`src/rtl/cordic_datapath_if.sv`:
```
// Strobe/result bundle between the CORDIC controller (master) and the datapath (slave).
interface cordic_datapath_if #(
  parameter int WIDTH = 16
);
  logic signed [WIDTH-1:0] target_angle;
  logic                    start;
  logic                    startLoop;
  logic                    X_signal;
  logic                    Y_signal;
  logic                    angle_signal;
  logic                    t1_signal;
  logic                    t2_signal;
  logic                    verify_angleGreaterA;
  logic                    angleGreaterA;
  logic                    doneLoop;
  logic                    done;
  logic signed [WIDTH-1:0] cos_out;
  logic signed [WIDTH-1:0] sin_out;

  modport master (
    output target_angle, start, startLoop, X_signal, Y_signal, angle_signal,
           t1_signal, t2_signal, verify_angleGreaterA,
    input  angleGreaterA, doneLoop, done, cos_out, sin_out
  );

  modport slave (
    input  target_angle, start, startLoop, X_signal, Y_signal, angle_signal,
           t1_signal, t2_signal, verify_angleGreaterA,
    output angleGreaterA, doneLoop, done, cos_out, sin_out
  );
endinterface

```
`src/rtl/cordic_datapath.sv`:
```
// Rotation-mode CORDIC datapath: each controller strobe performs one register transfer;
// no sequencing decisions are made here.
module cordic_datapath #(
  parameter int WIDTH = 16,
  parameter int ITER  = 14,
  parameter int IW    = 4
) (
  input logic             clk,
  input logic             rst,
  cordic_datapath_if.slave bus
);

  localparam logic signed [WIDTH-1:0] K_INIT = WIDTH'(9949);

  logic signed [WIDTH-1:0] x_q, y_q, z_q, t1_q, t2_q, a_q;
  logic [IW-1:0]           i_q;
  logic                    agt_q, done_loop_q, done_q;
  logic                    active;
  logic [IW-1:0]           i_inc;
  logic signed [WIDTH-1:0] atan_i;

  function automatic logic signed [WIDTH-1:0] atan_rom(input logic [IW-1:0] idx);
    if (int'(idx) >= ITER) return '0;
    case (int'(idx))
      0:  return WIDTH'(12868);
      1:  return WIDTH'(7596);
      2:  return WIDTH'(4014);
      3:  return WIDTH'(2037);
      4:  return WIDTH'(1023);
      5:  return WIDTH'(512);
      6:  return WIDTH'(256);
      7:  return WIDTH'(128);
      8:  return WIDTH'(64);
      9:  return WIDTH'(32);
      10: return WIDTH'(16);
      11: return WIDTH'(8);
      12: return WIDTH'(4);
      13: return WIDTH'(2);
      default: return '0;
    endcase
  endfunction

  // Once i reaches ITER the rotation strobes are frozen so i can never wrap.
  assign active = (i_q != IW'(ITER));
  assign i_inc  = i_q + IW'(1);
  assign atan_i = atan_rom(i_q);

  always_ff @(posedge clk or posedge rst) begin
    if (rst) begin
      x_q         <= '0;
      y_q         <= '0;
      z_q         <= '0;
      t1_q        <= '0;
      t2_q        <= '0;
      a_q         <= '0;
      i_q         <= '0;
      agt_q       <= 1'b0;
      done_loop_q <= 1'b0;
      done_q      <= 1'b0;
    end else if (bus.start) begin
      x_q         <= K_INIT;
      y_q         <= '0;
      z_q         <= '0;
      t1_q        <= '0;
      t2_q        <= '0;
      a_q         <= bus.target_angle;
      i_q         <= '0;
      agt_q       <= 1'b0;
      done_loop_q <= 1'b0;
      done_q      <= 1'b0;
    end else begin
      if (bus.verify_angleGreaterA) agt_q <= (z_q > a_q);
      if (active) begin
        if (bus.t1_signal) t1_q <= x_q >>> i_q;
        if (bus.t2_signal) t2_q <= y_q >>> i_q;
        if (bus.X_signal)  x_q  <= agt_q ? x_q + t2_q : x_q - t2_q;
        if (bus.Y_signal)  y_q  <= agt_q ? y_q - t1_q : y_q + t1_q;
        if (bus.angle_signal) begin
          z_q         <= agt_q ? z_q - atan_i : z_q + atan_i;
          i_q         <= i_inc;
          done_loop_q <= (i_inc == IW'(ITER));
        end
      end
      if (bus.startLoop && !active) begin
        done_loop_q <= 1'b1;
        done_q      <= 1'b1;
      end
    end
  end

  assign bus.angleGreaterA = agt_q;
  assign bus.doneLoop      = done_loop_q;
  assign bus.done          = done_q;
  assign bus.cos_out       = x_q;
  assign bus.sin_out       = y_q;

endmodule

```
`src/flat_wrapper.sv`:
```
// flat-port wrapper written by rule: the top's interface ports become plain ports
module cordic_datapath_flat 
#(
  parameter int WIDTH = 16,
  parameter int ITER  = 14,
  parameter int IW    = 4
)
  (clk, rst, bus_target_angle, bus_start, bus_startLoop, bus_X_signal, bus_Y_signal, bus_angle_signal, bus_t1_signal, bus_t2_signal, bus_verify_angleGreaterA, bus_angleGreaterA, bus_doneLoop, bus_done, bus_cos_out, bus_sin_out);
  cordic_datapath_if #(.WIDTH(WIDTH)) bus_i ();
  input logic clk;
  input logic rst;
  input wire logic [$bits(bus_i.target_angle)-1:0] bus_target_angle;
  input wire logic [$bits(bus_i.start)-1:0] bus_start;
  input wire logic [$bits(bus_i.startLoop)-1:0] bus_startLoop;
  input wire logic [$bits(bus_i.X_signal)-1:0] bus_X_signal;
  input wire logic [$bits(bus_i.Y_signal)-1:0] bus_Y_signal;
  input wire logic [$bits(bus_i.angle_signal)-1:0] bus_angle_signal;
  input wire logic [$bits(bus_i.t1_signal)-1:0] bus_t1_signal;
  input wire logic [$bits(bus_i.t2_signal)-1:0] bus_t2_signal;
  input wire logic [$bits(bus_i.verify_angleGreaterA)-1:0] bus_verify_angleGreaterA;
  output wire logic [$bits(bus_i.angleGreaterA)-1:0] bus_angleGreaterA;
  output wire logic [$bits(bus_i.doneLoop)-1:0] bus_doneLoop;
  output wire logic [$bits(bus_i.done)-1:0] bus_done;
  output wire logic [$bits(bus_i.cos_out)-1:0] bus_cos_out;
  output wire logic [$bits(bus_i.sin_out)-1:0] bus_sin_out;
  assign bus_i.target_angle = bus_target_angle;
  assign bus_i.start = bus_start;
  assign bus_i.startLoop = bus_startLoop;
  assign bus_i.X_signal = bus_X_signal;
  assign bus_i.Y_signal = bus_Y_signal;
  assign bus_i.angle_signal = bus_angle_signal;
  assign bus_i.t1_signal = bus_t1_signal;
  assign bus_i.t2_signal = bus_t2_signal;
  assign bus_i.verify_angleGreaterA = bus_verify_angleGreaterA;
  assign bus_angleGreaterA = bus_i.angleGreaterA;
  assign bus_doneLoop = bus_i.doneLoop;
  assign bus_done = bus_i.done;
  assign bus_cos_out = bus_i.cos_out;
  assign bus_sin_out = bus_i.sin_out;
  cordic_datapath #(.WIDTH(WIDTH), .ITER(ITER), .IW(IW)) u_core (.clk(clk), .rst(rst), .bus(bus_i));
endmodule
```
`config.mk`:
```
export PLATFORM = sky130hd
export DESIGN_NAME = cordic_datapath_flat
export DESIGN_NICKNAME = d
export VERILOG_FILES = /design/src/rtl/cordic_datapath_if.sv /design/src/rtl/cordic_datapath.sv /design/src/flat_wrapper.sv
export SDC_FILE = /design/constraint.sdc
export NUM_CORES = 1
export LEC_CHECK = 0
export BUFFER_PORTS_ARGS = -buffer_cell sky130_fd_sc_hd__buf_2
export CORE_AREA = 3 3 151 153
export CTS_BUF_LIST = sky130_fd_sc_hd__clkbuf_2 sky130_fd_sc_hd__clkbuf_4 sky130_fd_sc_hd__clkbuf_8
export DETAILED_ROUTE_END_ITERATION = 8
export DIE_AREA = 0 0 154 156
export PLACE_DENSITY_LB_ADDON = 0.15
export SETUP_SLACK_MARGIN = 0.05
export SLEW_MARGIN = 5
export SYNTH_ARGS = -nofsm -noshare
export SYNTH_HDL_FRONTEND = slang
export SYNTH_SLANG_ARGS = --single-unit
```
`constraint.sdc`:
```
create_clock -name clk -period 4.5 [get_ports clk]
set_input_delay 0.45 -clock clk [delete_from_list [all_inputs] [get_ports clk]]
set_output_delay 0.45 -clock clk [all_outputs]
set_load 0.005 [all_outputs]
```
**Word level (Yosys, flattened, before mapping)**

Memories as Yosys holds them, arrays and structs flattened.
Cells that the tools add are included.

- Memories: 1
- Output and inout port bits: 35
- Register bits after elaboration: 103
- Word-level logic and storage cells: 74
- Input bits: 26
- ROM bits: 224

Memory list:

| memory | words | width | read ports | clocked after memory_dff | wr ports | line | text |
|---|---|---|---|---|---|---|---|
| (name not given) | 16 | 14 | 1 | 0 | 0 | cordic_datapath.sv:24 | `case (int'(idx))` |

- Shift-type cells: 2
- Muxes and demuxes: 32
- Add/sub/neg operators: 7
- Equality and inequality tests: 2
- Magnitude comparators: 2
- Reduce and logical (&&, ||, !) cells: 18

Operators by type and width:

| kind | number |
|---|---|
| $mux W16 | 20 |
| $add A16 B16 Y16 | 3 |
| $sub A16 B16 Y16 | 3 |
| $sshr A16 B4 Y16 | 2 |
| $gt A16 B16 Y1 | 1 |
| $reduce_bool A2 Y1 | 8 |
| $mux W4 | 3 |
| $reduce_and A2 Y1 | 6 |
| $mux W1 | 9 |
| $reduce_bool A3 Y1 | 2 |
| $add A4 B1 Y4 const B | 1 |
| $eq A4 B4 Y1 const B | 1 |
| $ge A4 B4 Y1 const B | 1 |
| $ne A4 B4 Y1 const B | 1 |
| $logic_and A1 B1 Y1 | 1 |
| $logic_not A1 Y1 | 1 |

**Longest topological paths before layout**

- Word-level depth: 8
- Gate-level depth with buffers: 25
- Mapped depth without buffers: 22

**Worst setup path before layout**

No wires, ideal clock.

- Path type: reg-to-reg
- Start: register u_core.i_q[0]
- End: register u_core.z_q[15]
- Arrival time: 4413 ps
- Setup slack: 9 ps
- Required time: 4422 ps
- Setup time: 78 ps
- Cell stages (with the launch flop): 25
- Clock period less this slack: 4491 ps
- Cell sequence: dfrtp_1 buf_2 inv_2 clkbuf_1 clkbuf_1 ha_1 inv_1 nor2_2 a21oi_1 nor2_1 a41oi_1 ha_1 nor2b_1 nand3_1 a211oi_1 nor2_1 xnor2_1 ha_1 a31oi_1 nand4_1 a31oi_1 o21ai_0 xnor2_1 or3_1 a21oi_1

- Longest elaborated chain between the ends: 8
- Elaborated cells between the ends (all ways): 13
- Those cells by class: add/sub: 2; order compare: 1; eq/ne: 1; mux: 6; reduce/logical: 2; memory: 1

RTL lines:

| what | line | text |
|---|---|---|
| start: declaration | cordic_datapath.sv:16 | `logic [IW-1:0] i_q;` |
| start signal: assignment | cordic_datapath.sv:80 | `i_q <= i_inc;` |
| $ge A4 B4 Y1 | cordic_datapath.sv:23 | `if (int'(idx) >= ITER) return '0;` |
| $mux W1 | cordic_datapath.sv:23 |  |
| $mux W16 | cordic_datapath.sv:24 |  |
| $add A16 B16 Y16 / $sub A16 B16 Y16 (equally long branches) | cordic_datapath.sv:79 | `z_q <= agt_q ? z_q - atan_i : z_q + atan_i;` |
| $mux W16 | cordic_datapath.sv:79 |  |
| $mux W16 | cordic_datapath.sv:78 | `if (bus.angle_signal) begin` |
| $mux W16 | cordic_datapath.sv:73 | `if (active) begin` |
| $mux W16 | cordic_datapath.sv:60 | `end else if (bus.start) begin` |
| end signal: assignment | cordic_datapath.sv:79 |  |
| end: declaration | cordic_datapath.sv:15 | `logic signed [WIDTH-1:0] x_q, y_q, z_q, t1_q, t2_q, a_q;` |

Several ways; a longest one is shown, not always the timed one. The select of a mux whose other input is x is not followed.
A chain may end at the register's enable or synchronous reset.

**Final worst setup path**

- Start: register u_core.i_q[1]
- End: register u_core.z_q[15]

Same word-level chain as after synthesis.

==> qor.csv <==
metric,value,unit
status,finished clean,
period_minus_slack,4081,ps
fin_ws,419.1,ps
start_util,0.3943,
p_int,2.879,mW
dieArea,24020,sq um
synth_edf_count,0,
antenna_cells,0,
p_leak,4.298,nW
portBuffers,60,
max_cap_viol_count,0,
synth_fa_ha_area_frac,0.1109,
placed_cell_area,9143,sq um
grt_usage,0.1956,
crit_path_max_fanout,9,
crit_chain,clkinvlp_4 -> ha_1 -> a21oi_1 -> nor2_1 -> a41oi_1 -> ha_1 -> nor2b_2 -> nand3_1 -> a211oi_2 -> nor2_1 -> xnor2_1 -> ha_1 -> a31oi_1 -> o21ai_0 -> a31oi_2 -> o21ai_0 -> xnor2_1 -> or3_1 -> a21oi_1,
cts_tree,built,
synthArstFlopShare,1.000,
crit_path_frequent_cell,ha_1,
clk_pin_slew,110,ps
dp_slack,285.6,ps
ys_seq_area_frac,0.3014,
cts_max_path_buffers,2,
yosys.area_share.simple,0.1751,
syn_to_final_growth,9.407,%
synth.yosys.warnings,0,
power.density,574.5,nW/um^2
post-dp-hpwl,17.65,mm
post-synth-top-count-cell,nand2_1,
p_sw_frac,0.4644,
final-hold-violation-count,0,
r2r_slack,420,ps
clock.fmax,0.2450,GHz
die_w,154,microns
num_io_pins,61,
routedWlPerCell,16.96,microns
drive_above_1_share,0.1201,
critPathLaunchType,register,
cts_setup_buffers,0,
power_frac_clock,0.110,
wl,23.26,mm
vdd_drop_max,0.3044,mV
slew_headroom,0.1861,
ys_ff_latch,103,
path_class,register to register,
vias_per_cell,5.443,
vias,7462,
mappedNetlistNets,1142,
r2r-end,u_core.z_q[15]$_DFFE_PP0P_,
min_path_type,input pin to register,
worstMarginPinSlew,1221,ps
yosysTopAreaCell,dfrtp_1,
hold_start,bus_verify_angleGreaterA,
end_kind,register,
yosys-top-cells-area,"dfrtp_1 30%, ha_1 10%, nand2_1 7.1%",
place_congestion,0.9074,
holdPathStages,2,
setup_viol,0,
grt_pass1_vias,7335,
fin_setup_tns,0,ps
reg2reg_from,u_core.i_q[1]$_DFFE_PP0P_,
synth_mux_area_frac,0.06554,
worstPathRequired,4820,ps
netlist_instances,1042,
drt_iter0_drc,475,
grt_pass1_wl,38.46,mm
synth_common_cells,"161 x nand2_1, 103 x dfrtp_1, 96 x o21ai_0",
crit_arrival,4400,ps
worstSkewPairLatency,390,ps
hold_path_end,u_core.bus.angleGreaterA$_DFFE_PP0P_,
die_h,156,microns
dr.pass1.iters,4,
grt_antenna_before_repair,0,
crit_slowest_cell,dfrtp_2,
finalCritPeriodShare,0.9069,
r2r_cells,19,
ctsRootBufferMaster,clkbuf_8,
stdcell_area,9356,sq um
core,21690,sq um
postRouteAntennaNets,0,
yosysTopAreaCellShare,0.3014,
cts_buffers,9,
slew_viol_final,0,
slowest_delay,450,ps
htreeDepth,3,
grt-ovfl-total,0,
drc,0,
place_inst,1355,
clkSinkCount,103,
rsz0062_at_grt,no,
clock_skew,16.66,ps
synth_area_per_cell,8.207,sq um
fin_cells,1371,
synth-xor-area-share,0.07886,
grt_max_degree,49,
nNetsFinal,1187,
rows,54,
yosysUniqueCellTypes,74,
netlist_area,8552,sq um
seqPwrFrac,0.271,
p_switching,2.497,mW
synth_flop_cell,dfrtp_1,
synth_top_family_by_area,compound AO/OA/AOI/OAI gates,
combPwrFrac,0.619,
synth-compound-area-share,0.2234,
[placed cells by master (no fill, tap or decap), drive strengths merged, types with 3 or more instances in the layout]
cell / netlist / routed
nand2: 161 / 161
o21ai: 124 / 124
dfrtp: 103 / 103
nor2: 87 / 87
a21oi: 85 / 85
buf: 18 / 78
ha: 71 / 71
inv: 49 / 49
xor2: 39 / 39
xnor2: 38 / 38
mux2i: 29 / 29
a21o: 23 / 23
nor3: 16 / 16
a211oi: 15 / 15
a31oi: 14 / 14
nor2b: 14 / 14
clkbuf: 27 / 13
nand4: 10 / 10
nand2b: 10 / 10
mux4: 9 / 9
o22a: 9 / 9
nand3: 7 / 7
o31ai: 7 / 7
o21a: 6 / 6
mux2: 6 / 6
or2: 5 / 5
nor4: 4 / 4
a32o: 4 / 4
or3: 4 / 4
a21boi: 4 / 4
o211ai: 3 / 3
and2: 3 / 3
and3: 3 / 3
fa: 3 / 3
[metrics by stage]
| step | hold slack [ps] | power (mW) | utilization |
|---|---|---|---|
| final | 257.3 | 5.375 | 0.4314 |
| after global routing | 257.4 | 5.916 | 0.4314 |
| after CTS | 234.1 | 5.416 | 0.4304 |
| after detailed placement | 408.8 | 4.795 | 0.4215 |
| after global placement | 405.9 | 4.794 | 0.4215 |
| after floorplan | 455.6 | 4.004 | - |
[final cells by class]
type                       count  area (sq um)
timing repair buffer          79         445.4
inverter                      49         190.2
fill                        2235         12330
tap                          280         350.3
sequential                   103          2579
multi-input combinational    845          5609
clock buffer                  13         166.4
clock inverter                 2         16.27
[kinds of logic (layout without fill, tap and decap cells)]
family | count (synthesis) | after routing
AND/OR/NAND/NOR | 334 | 334
flip-flops | 103 | 103
multiplexers | 44 | 44
AO/OA/AOI/OAI | 316 | 316
XOR/XNOR | 77 | 77
adder cells (fa/ha/maj) | 74 | 74
buffers and inverters | 94 | 143
[power by group through the flow]
| stage | clock network (mW) | logic (mW) | registers, mW |
|---|---|---|---|
| 6_report | 0.590 | 3.33 | 1.46 |
| 5_1_grt | 0.651 | 3.77 | 1.49 |
| 4_1_cts | 0.617 | 3.34 | 1.46 |
| 3_5_place_dp | 0 | 3.32 | 1.48 |
| 3_3_place_gp | 0 | 3.31 | 1.48 |
| 2_1_floorplan | 0 | 2.67 | 1.33 |
[per-layer routing]
layer / global-route usage / up-vias / wire length [microns]
met2: 0.3303 / 133 / 11010
met1: 0.2670 / 3529 / 11120
met5: 0 / - / 0
met3: 0.01942 / 28 / 654
li1: - / 3772 / -
met4: 0.05845 / 0 / 473
[sequential cells by signal, indices dropped and copies added, names as in the netlist]
| name | count |
|---|---|
| u_core.t2_q | 16 |
| u_core.bus.doneLoop | 1 |
| u_core.bus.done | 1 |
| u_core.a_q | 16 |
| u_core.bus.cos_out | 16 |
| u_core.i_q | 4 |
| u_core.z_q | 16 |
| u_core.bus.angleGreaterA | 1 |
| u_core.bus.sin_out | 16 |
| u_core.t1_q | 16 |
[timing repair]
item                                   in CTS  in global routing
setup endpoints to repair                   0                  3
endpoints found under the hold margin      16                  0
hold buffers                                1                  0
gates resized for setup                     0                  5
[worst max path at each step]
| stage | start | end | slack (ps) | cells after the start |
|---|---|---|---|---|
| final | u_core.i_q[1]$_DFFE_PP0P_ | u_core.z_q[15]$_DFFE_PP0P_ | 420 | 19 |
| after global routing | u_core.i_q[1]$_DFFE_PP0P_ | u_core.z_q[15]$_DFFE_PP0P_ | 80 | 18 |
| after CTS | u_core.i_q[0]$_DFFE_PP0P_ | u_core.z_q[15]$_DFFE_PP0P_ | 250 | 21 |
| after detailed placement | u_core.i_q[0]$_DFFE_PP0P_ | u_core.z_q[15]$_DFFE_PP0P_ | 290 | 21 |
| after global placement | u_core.i_q[0]$_DFFE_PP0P_ | u_core.z_q[15]$_DFFE_PP0P_ | 370 | 21 |
| after floorplan | u_core.i_q[0]$_DFFE_PP0P_ | u_core.z_q[15]$_DFFE_PP0P_ | 70 | 22 |
[worst max-delay path: cells and delay by family, from the launching register on]
| kind | cells | cell delay (ps) |
|---|---|---|
| AO/OA/AOI/OAI | 8 | 1500 |
| XOR/XNOR | 2 | 280 |
| adder cells (fa/ha/maj) | 3 | 840 |
| buffers and inverters | 1 | 210 |
| flip-flops | 1 | 450 |
| AND/OR/NAND/NOR | 5 | 720 |
Power figures use the tool's default switching activity.
